[src/rtl/store_narrow_unit_if.sv]
// Store request / data memory bundle for store_narrow_unit.
// slave: the store unit itself; master: requester plus memory side.
interface store_narrow_unit_if #(
  parameter int ADDR_W = 32
);
  logic              ReqValid;
  logic              ReqReady;
  logic [ADDR_W-1:0] ReqAddr;
  logic [31:0]       ReqData;
  logic [1:0]        ReqSize;
  logic              Done;
  logic              Err;
  logic              MemRd;
  logic              MemWr;
  logic [ADDR_W-3:0] MemAddr;
  logic [31:0]       MemWData;
  logic [31:0]       MemRData;
  logic              MemRValid;
  logic              MemAck;
  logic [3:0]        ByteEn;

  modport slave (
    input  ReqValid, ReqAddr, ReqData, ReqSize, MemRData, MemRValid, MemAck,
    output ReqReady, Done, Err, MemRd, MemWr, MemAddr, MemWData, ByteEn
  );

  modport master (
    output ReqValid, ReqAddr, ReqData, ReqSize, MemRData, MemRValid, MemAck,
    input  ReqReady, Done, Err, MemRd, MemWr, MemAddr, MemWData, ByteEn
  );
endinterface

[src/rtl/store_narrow_unit.sv]
// store_narrow_unit: narrows a 32-bit store to byte/half/word, aligns it
// into its byte lanes and commits it to a word memory without byte enables
// (read-modify-write for narrow stores).
// Optional macro MISALIGN_TRAP_EN: misaligned stores are rejected with Err
// instead of being forced to alignment.
module store_narrow_unit #(
  parameter int ADDR_W = 32
) (
  input  logic               Clk,
  input  logic               Reset_n,
  store_narrow_unit_if.slave bus
);

  typedef enum logic [1:0] {IDLE, READ, WRITE, DONE} state_t;

  state_t            state_q, state_d;
  logic [ADDR_W-3:0] waddr_q, waddr_d;
  logic [31:0]       wdata_q, wdata_d;
  logic [3:0]        be_q, be_d;

  logic [1:0]        req_lane;
  logic [3:0]        req_be;
  logic [31:0]       req_data;
  logic              req_word;
  logic [31:0]       be_mask;

`ifdef MISALIGN_TRAP_EN
  logic              req_misalign;
  logic              err_q, err_d;
`endif

  // Request decode: data is replicated across lanes; only ByteEn lanes survive the merge.
  always_comb begin
    req_lane = 2'b00;
    req_be   = 4'b1111;
    req_data = bus.ReqData;
    req_word = 1'b1;
    case (bus.ReqSize)
      2'b00: begin
        req_lane = bus.ReqAddr[1:0];
        req_be   = 4'b0001 << req_lane;
        req_data = {4{bus.ReqData[7:0]}};
        req_word = 1'b0;
      end
      2'b01: begin
        req_lane = {bus.ReqAddr[1], 1'b0};
        req_be   = bus.ReqAddr[1] ? 4'b1100 : 4'b0011;
        req_data = {2{bus.ReqData[15:0]}};
        req_word = 1'b0;
      end
      default: begin
        req_lane = 2'b00;
        req_be   = 4'b1111;
        req_data = bus.ReqData;
        req_word = 1'b1;
      end
    endcase
`ifdef MISALIGN_TRAP_EN
    case (bus.ReqSize)
      2'b00:   req_misalign = 1'b0;
      2'b01:   req_misalign = bus.ReqAddr[0];
      default: req_misalign = |bus.ReqAddr[1:0];
    endcase
`endif
  end

  assign be_mask = {{8{be_q[3]}}, {8{be_q[2]}}, {8{be_q[1]}}, {8{be_q[0]}}};

  // Next-state: accept in IDLE, merge read word in READ, hold write until ack.
  always_comb begin
    state_d = state_q;
    waddr_d = waddr_q;
    wdata_d = wdata_q;
    be_d    = be_q;
`ifdef MISALIGN_TRAP_EN
    err_d   = err_q;
`endif
    case (state_q)
      IDLE: begin
        if (bus.ReqValid) begin
          waddr_d = bus.ReqAddr[ADDR_W-1:2];
          wdata_d = req_data;
          be_d    = req_be;
          state_d = req_word ? WRITE : READ;
`ifdef MISALIGN_TRAP_EN
          err_d   = 1'b0;
          if (req_misalign) begin
            err_d   = 1'b1;
            be_d    = 4'b0000;
            state_d = DONE;
          end
`endif
        end
      end
      READ: begin
        if (bus.MemRValid) begin
          wdata_d = (bus.MemRData & ~be_mask) | (wdata_q & be_mask);
          state_d = WRITE;
        end
      end
      WRITE: begin
        if (bus.MemAck) state_d = DONE;
      end
      DONE: state_d = IDLE;
      default: state_d = IDLE;
    endcase
  end

  // State and datapath registers; reset abandons any in-flight access.
  always_ff @(posedge Clk or negedge Reset_n) begin
    if (!Reset_n) begin
      state_q <= IDLE;
      waddr_q <= '0;
      wdata_q <= '0;
      be_q    <= '0;
    end else begin
      state_q <= state_d;
      waddr_q <= waddr_d;
      wdata_q <= wdata_d;
      be_q    <= be_d;
    end
  end

`ifdef MISALIGN_TRAP_EN
  // Rejection flag for the current store, reported alongside Done.
  always_ff @(posedge Clk or negedge Reset_n) begin
    if (!Reset_n) err_q <= 1'b0;
    else          err_q <= err_d;
  end
  assign bus.Err = err_q && (state_q == DONE);
`else
  assign bus.Err = 1'b0;
`endif

  assign bus.ReqReady = (state_q == IDLE);
  assign bus.Done     = (state_q == DONE);
  assign bus.MemRd    = (state_q == READ);
  assign bus.MemWr    = (state_q == WRITE);
  assign bus.MemAddr  = waddr_q;
  assign bus.MemWData = wdata_q;
  assign bus.ByteEn   = (state_q == WRITE) ? be_q : 4'b0000;

endmodule

[src/flat_wrapper.sv]
// flat-port wrapper written by rule: the top's interface ports become plain ports
module store_narrow_unit_flat 
#(
  parameter int ADDR_W = 32
)
  (Clk, Reset_n, bus_ReqValid, bus_ReqAddr, bus_ReqData, bus_ReqSize, bus_MemRData, bus_MemRValid, bus_MemAck, bus_ReqReady, bus_Done, bus_Err, bus_MemRd, bus_MemWr, bus_MemAddr, bus_MemWData, bus_ByteEn);
  store_narrow_unit_if #(.ADDR_W(ADDR_W)) bus_i ();
  input  logic Clk;
  input  logic Reset_n;
  input wire logic [$bits(bus_i.ReqValid)-1:0] bus_ReqValid;
  input wire logic [$bits(bus_i.ReqAddr)-1:0] bus_ReqAddr;
  input wire logic [$bits(bus_i.ReqData)-1:0] bus_ReqData;
  input wire logic [$bits(bus_i.ReqSize)-1:0] bus_ReqSize;
  input wire logic [$bits(bus_i.MemRData)-1:0] bus_MemRData;
  input wire logic [$bits(bus_i.MemRValid)-1:0] bus_MemRValid;
  input wire logic [$bits(bus_i.MemAck)-1:0] bus_MemAck;
  output wire logic [$bits(bus_i.ReqReady)-1:0] bus_ReqReady;
  output wire logic [$bits(bus_i.Done)-1:0] bus_Done;
  output wire logic [$bits(bus_i.Err)-1:0] bus_Err;
  output wire logic [$bits(bus_i.MemRd)-1:0] bus_MemRd;
  output wire logic [$bits(bus_i.MemWr)-1:0] bus_MemWr;
  output wire logic [$bits(bus_i.MemAddr)-1:0] bus_MemAddr;
  output wire logic [$bits(bus_i.MemWData)-1:0] bus_MemWData;
  output wire logic [$bits(bus_i.ByteEn)-1:0] bus_ByteEn;
  assign bus_i.ReqValid = bus_ReqValid;
  assign bus_i.ReqAddr = bus_ReqAddr;
  assign bus_i.ReqData = bus_ReqData;
  assign bus_i.ReqSize = bus_ReqSize;
  assign bus_i.MemRData = bus_MemRData;
  assign bus_i.MemRValid = bus_MemRValid;
  assign bus_i.MemAck = bus_MemAck;
  assign bus_ReqReady = bus_i.ReqReady;
  assign bus_Done = bus_i.Done;
  assign bus_Err = bus_i.Err;
  assign bus_MemRd = bus_i.MemRd;
  assign bus_MemWr = bus_i.MemWr;
  assign bus_MemAddr = bus_i.MemAddr;
  assign bus_MemWData = bus_i.MemWData;
  assign bus_ByteEn = bus_i.ByteEn;
  store_narrow_unit #(.ADDR_W(ADDR_W)) u_core (.Clk(Clk), .Reset_n(Reset_n), .bus(bus_i));
endmodule
[config.mk]
export PLATFORM = sky130hd
export DESIGN_NAME = store_narrow_unit_flat
export DESIGN_NICKNAME = d
export VERILOG_FILES = /design/src/rtl/store_narrow_unit_if.sv /design/src/rtl/store_narrow_unit.sv /design/src/flat_wrapper.sv
export SDC_FILE = /design/constraint.sdc
export NUM_CORES = 1
export LEC_CHECK = 0
export ABC_AREA = 0
export BUFFER_PORTS_ARGS = -buffer_cell sky130_fd_sc_hd__buf_4
export CAP_MARGIN = 10
export CORE_ASPECT_RATIO = 1.2
export CORE_MARGIN = 2
export CORE_UTILIZATION = 35
export CTS_BUF_LIST = sky130_fd_sc_hd__clkbuf_8
export CTS_CLUSTER_SIZE = 12
export DETAILED_ROUTE_END_ITERATION = 10
export SYNTH_ARGS = -nofsm -noshare
export SYNTH_HDL_FRONTEND = slang
export SYNTH_SLANG_ARGS = --single-unit
export TNS_END_PERCENT = 10
[constraint.sdc]
create_clock -name Clk -period 2.8 [get_ports Clk]
set_input_delay 0.56 -clock Clk [delete_from_list [all_inputs] [get_ports Clk]]
set_output_delay 0.56 -clock Clk [all_outputs]
set_load 0.03 [all_outputs]
-- Word level (Yosys, flattened, before mapping)
Index checks and enable logic that the tools add are counted.
- register bits after elaboration: 68
- input port bits: 103
- output and inout bits: 71
- logic and storage cells: 35
- equal/unequal tests: 7
- shift-type cells: 1
- multiplexer cells: 12
- bitwise logic cells: 4
- reductions and logical operators: 7
- operators with widths (kind ; count):
    32-bit case mux with 2 select lines ; 2
    32-bit bitwise AND ; 2
    32-bit 2-to-1 mux ; 2
    32-bit inverter ; 1
    32-bit OR ; 1
    2-bit 2-to-1 mux ; 4
    4-bit 2-to-1 mux ; 2
    2-bit case mux with 4 select lines ; 1
    4-bit case mux with 2 select lines ; 1
    2-bit inequality test, second input constant ; 3
    3-bit AND reduction ; 2
    2-bit by 1-bit equality test with 1-bit output, second input constant ; 2
    2-bit equality test, second input constant ; 2
    2-bit zero test ; 2
    1-bit by 2-bit << shifter with 4-bit output, first input constant ; 1
    2-bit AND reduction ; 1
    2-bit nonzero test ; 1
    2-bit OR reduction ; 1

-- Logic depth before layout (Yosys ltp)
- depth in word-level cells: 5
- depth in mapped cells: 7
- gate-level depth less buffers: 5

-- Least setup slack after synthesis
No wires, ideal clock.
- path type: flip-flop to flip-flop
- start point: register u_core.state_q[1]
- end point: register (tool-made name)
- setup time: 0.125 ns
- data arrival time: 1.742 ns
- data required time: 2.675 ns
- setup slack: 0.933 ns
- cell stages (with the launch flop): 6
- path buffers: 0
- period minus slack after synthesis: 1.867 ns
- cells stage by stage: dfrtp_1 inv_1 ha_1 mux2i_1 a21oi_2 mux2_2
- RTL lines (what ; line ; source):
    start, declared ; store_narrow_unit.sv:16 ; state_t state_q, state_d;
    start signal, assigned ; store_narrow_unit.sv:117 ; state_q <= state_d;

==> run_results.csv <==
group,metric,value,unit
pwr,max-vdd-ir-drop,661,uV
grt,first_global_vias,3299,
finish,diodes,0,
cts,cts_setup_buffers,0,
timing,setup_tns,0,ns
synth,synth_top_area_share,47.6,%
timing,clock.fmax,0.444,GHz
timing,period_minus_slack,2.25,ns
floorplan,die_y,115,um
timing,setup_viol,0,
cts,cts_tree,"done",
pwr,switching_share,44.2,%
drt,ant_nets,0,
grt,track_usage,21.2,%
timing,slew_headroom,42.3,%
synth,syn-cell-area,3580,sq um
drt,drt_pre_antenna_iters,4,
worst_setup_path,worstPathMaxFanout,19,
drt,drc,0,
synth,ys_seq_area_share,47.6,%
floorplan,die_area,11000,sq um
timing,hold_viol_final,0,
timing,rsz0062_at_grt,"false",
drt,drt-total-wl,11200,um
pwr,clockPowerShare,14.0,%
pwr,seqPwrFrac,28.2,%
synth,synth_seq_cells,68,
cts,cts.sinks,68,
floorplan,num_rows,40,
place,dp_hpwl,8490,um
synth,ys_types,27,
min_path,hp-class,"primary input to asynchronous set/reset pin",
finish,drive_gt1_share,52.8,%
cts,insertion_delay,0.35,ns
pwr,power.share.combinational,57.8,%
timing,holdWs,0.306,ns
grt,grt_pass1_wl,17400,um
finish,area_delta_synth_final,43.9,%
worst_setup_path,startpoint_type,"register",
pwr,p_sw,2.83,mW
place,place_congestion,0.794,
worst_setup_path,ff2ff_path_depth,6,
grt,overflow,0,
finish,multi_input_area,1690,sq um
synth,synth_top_cell_by_area,"dfrtp_1",
synth,synthCells,301,
grt,grt.met3_usage,7.37,%
synth,syn-num-nets,409,
synth,yosys-top-cells-area,"dfrtp_1, mux2_2, mux2i_1",
finish,seq_area,1700,sq um
cts,ctsHoldBuffers,0,
finish,num-nets-final,571,
drt,via_per_inst,5.22,
drt,drt_iter0_drc,178,
grt,use_met1,26.1,%
place,port_buffers,172,
cts,clock_path_buffers,2,
flow_run,maxCapViolCount,0,
cts,cts_buffers,9,
pwr,cellLeakagePower,2.41,nW
timing,min_period_over_period,80.4,%
cts,post_cts_resized,0,
floorplan,io_pins,174,
worst_setup_path,critPathArrivalTime,2.53,ns
worst_setup_path,end_kind,"register",
grt,top_usage_layer,"met2",
outcome,outcome,"completed",
grt,antenna_found_initial,0,
cts,root_buffer,"clkbuf_8",
floorplan,die_x,96.3,um
cts,clk_pin_slew,0.08,ns
grt,grt_max_degree,69,
synth,avgSynthCellArea,11.9,sq um
worst_setup_path,critical_path_required,3.08,ns
timing,worst_pin_slew,0.866,ns
drt,vias,3098,
floorplan,initial_utilization,35.9,%
finish,fillers,927,
timing,final_max_slew_viol_count,0,
synth,yosys_warnings,0,
pwr,power.density,1240,nW/um^2
worst_setup_path,critical_path_class,"register to register",
pwr,p_int,3.57,mW
grt,grt_use_met2,33.8,%
timing,finalClockSkew,0.00906,ns
floorplan,core,9960,sq um
drt,wire_per_inst,18.9,um
cts,h-tree-depth,3,
-- kinds of logic after synthesis --
logic type	Yosys count	synth area share [%]
compound gates	85	18.8
fa+ha+maj	5	1.75
mux	67	20.4
simple gates	36	6.23
flops	68	47.6
other cells	1	0.105
buf+inv	39	5.14
-- cells in the mapped netlist --
library cell / n
a21oi_1: 4
a21oi_2: 2
a21oi_4: 2
a221oi_1: 16
a22oi_1: 8
a2bb2oi_1: 16
and2_1: 4
buf_1: 5
buf_2: 9
buf_4: 7
clkbuf_1: 5
conb_1: 1
dfrtp_1: 68
ha_1: 5
inv_1: 13
mux2_2: 47
mux2i_1: 20
nand2_1: 5
nand2b_1: 14
nor2b_1: 4
nor3b_1: 8
o211ai_1: 8
o21a_1: 8
o21ai_0: 12
o221a_2: 1
o2bb2ai_1: 8
or2_2: 1
-- per-stage QoR --
stage / area, sq um / std cells / power (mW) / util, % / setup WS, ns
6_report: 5150 / 594 / 6.40 / 51.7 / 0.548
5_1_grt: 5150 / 594 / 6.80 / 51.7 / 0.287
4_1_cts: 5150 / 594 / 6.47 / 51.7 / 0.578
3_5_place_dp: 4930 / 578 / 5.56 / 49.5 / 0.612
3_3_place_gp: 4930 / 578 / 5.48 / 49.5 / 0.714
2_1_floorplan: 3580 / 301 / 4.22 / - / 0.933
-- worst max-delay path, cell delays in order (launching register included) --
cell and delay (ns):
dfrtp_1 0.41, inv_1 0.13, ha_1 0.43, buf_4 0.33, nor2b_1 0.52, a221oi_1 0.18
a2bb2oi_1 0.17
-- power by group through the flow --
stage	logic, mW	clock network (mW)	registers [mW]
floorplan	1.55	0	2.67
global placement	3.67	0	1.82
detailed placement	3.74	0	1.81
CTS	3.74	0.919	1.81
global route	3.96	0.967	1.87
finish	3.70	0.895	1.80
-- cells in the final DEF (no fill, tap or decap) --
master | Yosys | final
buf_4 | 7 | 177
dfrtp_1 | 68 | 68
mux2_2 | 47 | 47
mux2i_1 | 20 | 19
a221oi_1 | 16 | 16
a2bb2oi_1 | 16 | 16
nand2b_1 | 14 | 14
inv_1 | 13 | 13
o21ai_0 | 12 | 12
clkbuf_8 | 0 | 9
a22oi_1 | 8 | 8
o211ai_1 | 8 | 8
o2bb2ai_1 | 8 | 8
nor3b_1 | 8 | 8
o21a_1 | 8 | 8
nand2_1 | 5 | 5
ha_1 | 5 | 5
and2_1 | 4 | 4
nor2b_1 | 4 | 4
a21oi_1 | 4 | 4
clkinv_2 | 0 | 3
a21oi_4 | 2 | 2
a21oi_2 | 2 | 2
bufinv_16 | 0 | 2
mux2i_2 | 0 | 1
o221a_2 | 1 | 1
or2_2 | 1 | 1
conb_1 | 1 | 1
clkinv_4 | 0 | 1
clkinvlp_4 | 0 | 1
-- path summary, 6_finish.rpt --
kind / start / to / slack (ns)
min reg2reg: register / register / 0.51
max in group asynchronous: Reset_n / asynchronous set/reset pin / 1.92
min in group Clk: bus_ReqAddr[25] / u_core.bus.MemAddr[23]$_DFFE_PN0P_ / 0.43
max: u_core.state_q[1]$_DFFE_PN0P_ / register / 0.55
min: Reset_n / u_core.bus.MemAddr[23]$_DFFE_PN0P_ / 0.31
max reg2reg: u_core.state_q[1]$_DFFE_PN0P_ / register / 0.55
-- routing by layer --
layer | up-vias | wire [um]
met4 | 0 | 206
met3 | 13 | 1160
met1 | 1503 | 4420
li1 | 1435 | -
met2 | 147 | 5460
met5 | - | 0
-- area by class of cell --
| class | instances | area share (%) |
|---|---|---|
| Tap cell | 126 | 3.06 |
| Clock buffer | 9 | 2.41 |
| Timing Repair Buffer | 177 | 25.8 |
| Inverter | 13 | 0.948 |
| Clock inverter | 7 | 1.77 |
| Sequential cell | 68 | 33.1 |
| Multi-Input combinational cell | 194 | 32.9 |
(Power assumes the default switching activity.)
